--- src/rtl/oka_seq_mult.sv ---
// oka_seq_mult: time-multiplexed overlap-free Karatsuba multiplier over GF(2)[x].
// The operands are split into their even and odd coefficient halves. One shared
// H x H carry-less core computes ae*be, ao*bo and (ae^ao)*(be^bo) on three
// consecutive cycles. The three sub-products are then recombined by interleaving
// their bits, so no overlap adder is needed.
module oka_seq_mult #(
  parameter int N = 8
) (
  input  logic           clk,
  input  logic           rst,
  input  logic           in_valid,
  output logic           in_ready,
  input  logic [N-1:0]   a,
  input  logic [N-1:0]   b,
  output logic           out_valid,
  input  logic           out_ready,
  output logic [2*N-2:0] y
);

  localparam int H = (N + 1) / 2;
  localparam int W = 2 * H - 1;
  // For odd N the odd half carries only H-1 real coefficients, so ao*bo spans 2H-3 bits.
  localparam int P1W = (N % 2 == 1) ? 2 * H - 3 : W;

  localparam logic [2:0] IDLE = 3'd0;
  localparam logic [2:0] MUL0 = 3'd1;
  localparam logic [2:0] MUL1 = 3'd2;
  localparam logic [2:0] MUL2 = 3'd3;
  localparam logic [2:0] DONE = 3'd4;

  logic [2:0]     state_reg;
  logic [N-1:0]   a_reg;
  logic [N-1:0]   b_reg;
  logic [W-1:0]   p0_reg;
  logic [P1W-1:0] p1_reg;
  logic [2*N-2:0] y_reg;

  logic [H-1:0]   ae;
  logic [H-1:0]   ao;
  logic [H-1:0]   be;
  logic [H-1:0]   bo;
  logic [H-1:0]   op_x;
  logic [H-1:0]   op_y;
  logic [W-1:0]   core_prod;
  logic [2*N-2:0] y_next;
  logic           accept;

  genvar gi;

  // Even/odd coefficient split; the odd half is zero-padded when N is odd.
  for (gi = 0; gi < H; gi++) begin : g_split
    assign ae[gi] = a_reg[2*gi];
    assign be[gi] = b_reg[2*gi];
    if (2 * gi + 1 < N) begin : g_odd
      assign ao[gi] = a_reg[2*gi+1];
      assign bo[gi] = b_reg[2*gi+1];
    end else begin : g_pad
      assign ao[gi] = 1'b0;
      assign bo[gi] = 1'b0;
    end
  end

  assign in_ready  = (state_reg == IDLE) | ((state_reg == DONE) & out_ready);
  assign accept    = in_valid & in_ready;
  assign out_valid = (state_reg == DONE);
  assign y         = y_reg;

  // Route the sub-product operands of the current phase into the shared core.
  always_comb begin
    op_x = ae ^ ao;
    op_y = be ^ bo;
    case (state_reg)
      MUL0: begin
        op_x = ae;
        op_y = be;
      end
      MUL1: begin
        op_x = ao;
        op_y = bo;
      end
      default: ;
    endcase
  end

  // Shared carry-less schoolbook core: XOR of shifted partial rows.
  always_comb begin
    core_prod = '0;
    for (int i = 0; i < H; i++) begin
      core_prod = core_prod ^ ((W'(op_y) << i) & {W{op_x[i]}});
    end
  end

  // Overlap-free recombination. Even result bits come from P0 and P1 shifted by one
  // coefficient, odd result bits from the middle term M = P2^P0^P1 (P2 is the live
  // core output during MUL2). Terms that fall outside a sub-product are zero.
  for (gi = 0; gi < 2 * N - 1; gi++) begin : g_comb
    localparam int K = gi / 2;
    if (gi % 2 == 0) begin : g_even
      logic e_p0;
      logic e_p1;
      if (K <= W - 1) begin : g_p0
        assign e_p0 = p0_reg[K];
      end else begin : g_p0_zero
        assign e_p0 = 1'b0;
      end
      if ((K >= 1) && (K - 1 < P1W)) begin : g_p1
        assign e_p1 = p1_reg[K-1];
      end else begin : g_p1_zero
        assign e_p1 = 1'b0;
      end
      assign y_next[gi] = e_p0 ^ e_p1;
    end else begin : g_mid
      logic m_p1;
      if (K < P1W) begin : g_p1
        assign m_p1 = p1_reg[K];
      end else begin : g_p1_zero
        assign m_p1 = 1'b0;
      end
      assign y_next[gi] = core_prod[K] ^ p0_reg[K] ^ m_p1;
    end
  end

  // Sequencer: capture, three core passes, then hold the product until it is taken.
  always_ff @(posedge clk) begin
    if (rst) begin
      state_reg <= IDLE;
      a_reg     <= '0;
      b_reg     <= '0;
      p0_reg    <= '0;
      p1_reg    <= '0;
      y_reg     <= '0;
    end else begin
      case (state_reg)
        IDLE: begin
          if (accept) begin
            a_reg     <= a;
            b_reg     <= b;
            state_reg <= MUL0;
          end
        end
        MUL0: begin
          p0_reg    <= core_prod;
          state_reg <= MUL1;
        end
        MUL1: begin
          p1_reg    <= core_prod[P1W-1:0];
          state_reg <= MUL2;
        end
        MUL2: begin
          y_reg     <= y_next;
          state_reg <= DONE;
        end
        DONE: begin
          if (accept) begin
            a_reg     <= a;
            b_reg     <= b;
            state_reg <= MUL0;
          end else if (out_ready) begin
            state_reg <= IDLE;
          end
        end
        default: state_reg <= IDLE;
      endcase
    end
  end

endmodule

--- config.mk ---
export PLATFORM = sky130hd
export DESIGN_NAME = oka_seq_mult
export DESIGN_NICKNAME = d
export VERILOG_FILES = /design/src/rtl/oka_seq_mult.sv
export SDC_FILE = /design/constraint.sdc
export NUM_CORES = 1
export LEC_CHECK = 0
export CELL_PAD_IN_SITES_DETAIL_PLACEMENT = 2
export CELL_PAD_IN_SITES_GLOBAL_PLACEMENT = 2
export CORE_UTILIZATION = 33
export DETAILED_ROUTE_END_ITERATION = 10
export HOLD_SLACK_MARGIN = 0.15
export PLACE_DENSITY_LB_ADDON = 0.3
export SETUP_SLACK_MARGIN = 0.15
export SLEW_MARGIN = 25
export SYNTH_ARGS = -nofsm -noshare
export SYNTH_HDL_FRONTEND = slang
export SYNTH_SLANG_ARGS = --single-unit
--- constraint.sdc ---
create_clock -name clk -period 3.05 [get_ports clk]
set_input_delay 0.305 -clock clk [delete_from_list [all_inputs] [get_ports clk]]
set_output_delay 0.305 -clock clk [all_outputs]
set_load 0.01 [all_outputs]
Word level (Yosys, flattened, before mapping)
Cells that the tools add are included.

word-level totals
  logic and storage cells = 54
  register bits = 48
  output and inout bits = 17

cells by class
  bitwise logic cells = 32
  multiplexer cells = 6
  reductions and logical operators = 4
  eq/ne operators = 6

operators by type and width
  cell                  number
  $xor A7 B7 Y7         3
  $xor A1 B1 Y1         20
  $pmux W4 S2           2
  $pmux W3 S5           1
  $mux W3               3
  $xor A4 B4 Y4         2
  $and A4 B7 Y7         1
  $and A5 B7 Y7         1
  $and A6 B7 Y7         1
  $and A7 B7 Y7         1
  $eq A3 B2 Y1 const B  2
  $reduce_and A2 Y1     2
  $eq A3 B1 Y1 const B  1
  $eq A3 B3 Y1 const B  1
  $logic_not A3 Y1      1
  $ne A3 B1 Y1 const B  1
  $and A1 B1 Y1         2
  $ne A2 B2 Y1 const B  1
  $reduce_or A2 Y1      1
  $or A1 B1 Y1          1

Depth between registers and ports, before layout
  word-level depth = 8
  depth in mapped cells = 9
  mapped depth without buffers = 7

Worst setup path after synthesis
Ideal clock, no wire load.

  kind = register to register
  from = register state_reg[1]
  to = register y_reg[7], in the netlist y[7]
  data required time = 2.964 ns
  setup time = 0.086 ns
  stages on the path, launching flop included = 9
  clock period less this slack = 2.189 ns
  buffers on the path = 1
  arrival = 2.104 ns
  setup slack = 0.861 ns
  path through = dfxtp_1 -> buf_6 -> a21o_1 -> a311o_2 -> nor4_2 -> xor2_1 -> xnor3_2 -> xnor2_1 -> a211oi_1

on the way
  cells in the longest elaborated chain, start to end = 8

RTL lines
  item                                            RTL line  source
  start: declaration                              31        logic [2:0] state_reg;
  start signal: assignment                        126       state_reg <= IDLE;
  start signal: assignment                        138       state_reg <= MUL0;
  start signal: assignment                        143       state_reg <= MUL1;
  $eq A3 B2 Y1 or $eq A3 B1 Y1 (tied branches)    72        case (state_reg)
  $pmux W4 S2                                     72
  $and A4 B7 Y7 or $and A5 B7 Y7 (tied branches)  89        core_prod = core_prod ^ ((W'(op_y) << i) & {W{op_x[i]}});
  $xor A7 B7 Y7 (3 in a row)                      89
  $xor A1 B1 Y1 (2 in a row)                      119       assign y_next[gi] = core_prod[K] ^ p0_reg[K] ^ m_p1;
  end signal: assignment                          150       y_reg <= y_next;
  end: declaration                                36        logic [2*N-2:0] y_reg;

Parallel ways exist; a longest one is shown, timed or not.
A chain may end at the register's enable or synchronous reset.

Worst setup path after layout
  from = register state_reg[2]
  to = register y_reg[7], in the netlist y[7]

Same word-level chain as after synthesis.

==> run_results.csv <==
group,metric,value,unit
run,maxCapViolCount,0,
floorplan,die_h,88.3,um
worst_setup_path,critPathMaxFanout,10,
final_layout,areaGrowthSynthToFinish,21.4,%
synthesis,synth_top_area_cell,"dfxtp_1",
detailed_routing,vias,2072,
synthesis,synth_edf_count,0,
clock_network,h-tree-depth,2,
floorplan,rows,31,
worst_hold_path,holdCritPathClass,"reg2reg",
global_route,grt_pass1_wl,10900,um
final_layout,utilization,41.4,%
global_route,grt_overflow,0,
timing,hold_viol,0,
floorplan,start_util,34.1,%
place,dp_slack,0.221,ns
synthesis,syn_nets,298,
detailed_routing,drc_errors,0,
pwr,powerDensity,496,mW/mm2
worst_setup_path,arrival,2.81,ns
global_route,antenna_found_initial,0,
timing,finalWorstSetupSlack,0.458,ns
global_route,track_usage,18.4,%
detailed_routing,routedWlPerCell,15.9,um
pwr,p_leak,1.10,nW
timing,timing.fmax,386,MHz
floorplan,die_area,0.00780,mm2
detailed_routing,wirelength,6490,um
worst_setup_path,start_kind,"flop",
synthesis,synth_top_area_share,39.1,%
timing,relSlewSlack,43.4,%
floorplan,core,0.00721,mm2
timing,final.period_utilization,85.0,%
worst_setup_path,regToRegStartpoint,"state_reg[2]",
detailed_routing,drtPass1Iterations,3,
clock_network,cts_buffer_depth,2,
worst_hold_path,min-delay-start,"y[0]",
worst_setup_path,critPathRequiredTime,3.27,ns
worst_setup_path,crit_start,"state_reg[2]",
timing,worst_clock_skew,0.0124,ns
clock_network,clkSinkCount,48,
place,io_buffers,36,
clock_network,cts_tree,"built",
worst_setup_path,critPathCaptureType,"flop",
outcome,status,"finished clean",
timing,tightest_slew,0.846,ns
final_layout,final-seq-area,963,um2
worst_setup_path,slowest_stage,"dfxtp_1",
final_layout,final_net_count,329,
global_route,grt_max_degree,34,
worst_setup_path,max_stage_delay,0.54,ns
clock_network,holdBufCountCts,0,
timing,report.final.slew_viol_count,0,
synthesis,ys_seq_area_share,39.1,%
synthesis,ys_types,42,
place,dp_hpwl,4840,um
floorplan,io_pins,37,
synthesis,synth_warnings,0,
clock_network,clkTransAtPathRegs,0.10,ns
pwr,worst_ir_drop_vdd,0.156,mV
synthesis,synthTopCellsByCount,"dfxtp_1, nand2_1, nor2_1",
detailed_routing,drtAntennaViolNets,0,
final_layout,multiInputGateArea,0.00138,mm2
synthesis,netlist_instances,278,
place,numPlacedInstances,401,
synthesis,ys_async_sr_fraction,0,%
final_layout,largest_reg_flops,15,
clock_network,root_buffer,"clkbuf_8",
synthesis,synth.avg_cell_area,8.84,um2
worst_setup_path,crit_path_cell_trace,"or3b_1 > a21oi_1 > nor3_1 > nand2_1 > xnor3_2 > xnor2_1 > a211oi_1",
timing,setup_tns,0,ns
synthesis,synth_most_common_cell,"dfxtp_1",
floorplan,chipWidth,88.3,um
timing,setup_viol,0,
timing,rsz0062_at_grt,"false",
clock_network,worstSkewPairLatency,0.31,ns
worst_setup_path,path_buf_inv,0,
place,place.gp.congestion,0.855,
clock_network,postCtsSetupBuffers,0,
final_layout,drive_gt1_share,10.0,%
synthesis,synth_seq_cells,48,
worst_setup_path,cp_top_family,"simple AND/OR/NAND/NOR gates",
clock_network,numCtsBuffers,5,
detailed_routing,drtIter0Drc,52,
global_route,grt_pass1_vias,2178,
clock_network,cts_resized,0,
synthesis,synth_area,0.00246,mm2
synthesis,ys_top_cells_by_area,"dfxtp_1, nand2_1, nor2_1",
timing,period_needed,2.59,ns
final_layout,final_cells,409,
detailed_routing,vias_per_cell,5.07,
final_layout,fillers,830,
final_layout,antenna_cells,0,
synthesis,synthFlopType,"dfxtp_1",
worst_setup_path,path_class,"reg2reg",
[metrics by stage]
stage               power [mW]  area [um2]  hold slack, ns
floorplan                0.911        2460           0.449
detailed placement       0.997        2860           0.455
global route              1.56        2980           0.495
CTS                       1.50        2980           0.468
global placement         0.985        2860           0.442
finish                    1.48        2980           0.459
[layer usage]
layer,part of all wire [%],global-route usage [%],vias up
met4,1.1,4.40,0
met3,2.3,3.36,5
li1,-,-,1025
met1,45,22.7,1016
met5,0,0,-
met2,52,33.1,26
[layout by cell type (no fill, tap or decap), types with 3 or more instances in the layout]
cell type        count
buf_4                5
clkdlybuf4s50_1     35
nor3_1               4
mux2i_1             16
clkbuf_8             6
xor2_1               3
a21oi_1             22
nor4b_1              5
and4bb_1             3
nand2_1             46
and2_1               4
xnor2_1             16
dfxtp_1             46
nor2_1              43
a211oi_1            13
a211oi_2             3
[where the power goes]
| part | internal [mW] | total, mW | switching (mW) |
|---|---|---|---|
| combinational | 0.134 | 0.279 | 0.145 |
| sequential | 0.660 | 0.703 | 0.0434 |
| clock | 0.268 | 0.497 | 0.229 |
[worst paths after layout]
| kind | end | slack, ns | depth (start not counted) |
|---|---|---|---|
| worst min-delay path | y[0] | 0.46 | 2 |
| worst min register to register | y[0] | 0.46 | 2 |
| worst max-delay path | y[7] | 0.46 | 7 |
| worst max register to register | y[7] | 0.46 | 7 |
[final cells by class]
class                      count  area share (%)
inverter                       2           0.252
timing repair buffer          41            13.2
sequential                    48            32.3
clock buffer                   6            2.77
multi-input combinational    211            46.1
tap                           99            4.15
clock inverter                 2            1.30
[worst reg2reg max path: cells and delay by family (launching register included)]
family          cells  cell delay, ns
compound gates      2            0.40
xor+xnor            2            0.61
flops               1            0.54
simple gates        3            0.96
[cell families (layout without fill, tap and decap cells)]
family,after synthesis,count (layout),share of synthesized area (%)
muxes,16,16,6.51
AOI/OAI and AO/OA,52,52,14.9
buffers and inverters,19,51,5.19
xor gates and xnor gates,24,24,10.9
and+or+nand+nor,119,119,23.4
DFF,48,48,39.1
Power figures use the tool's default switching activity.
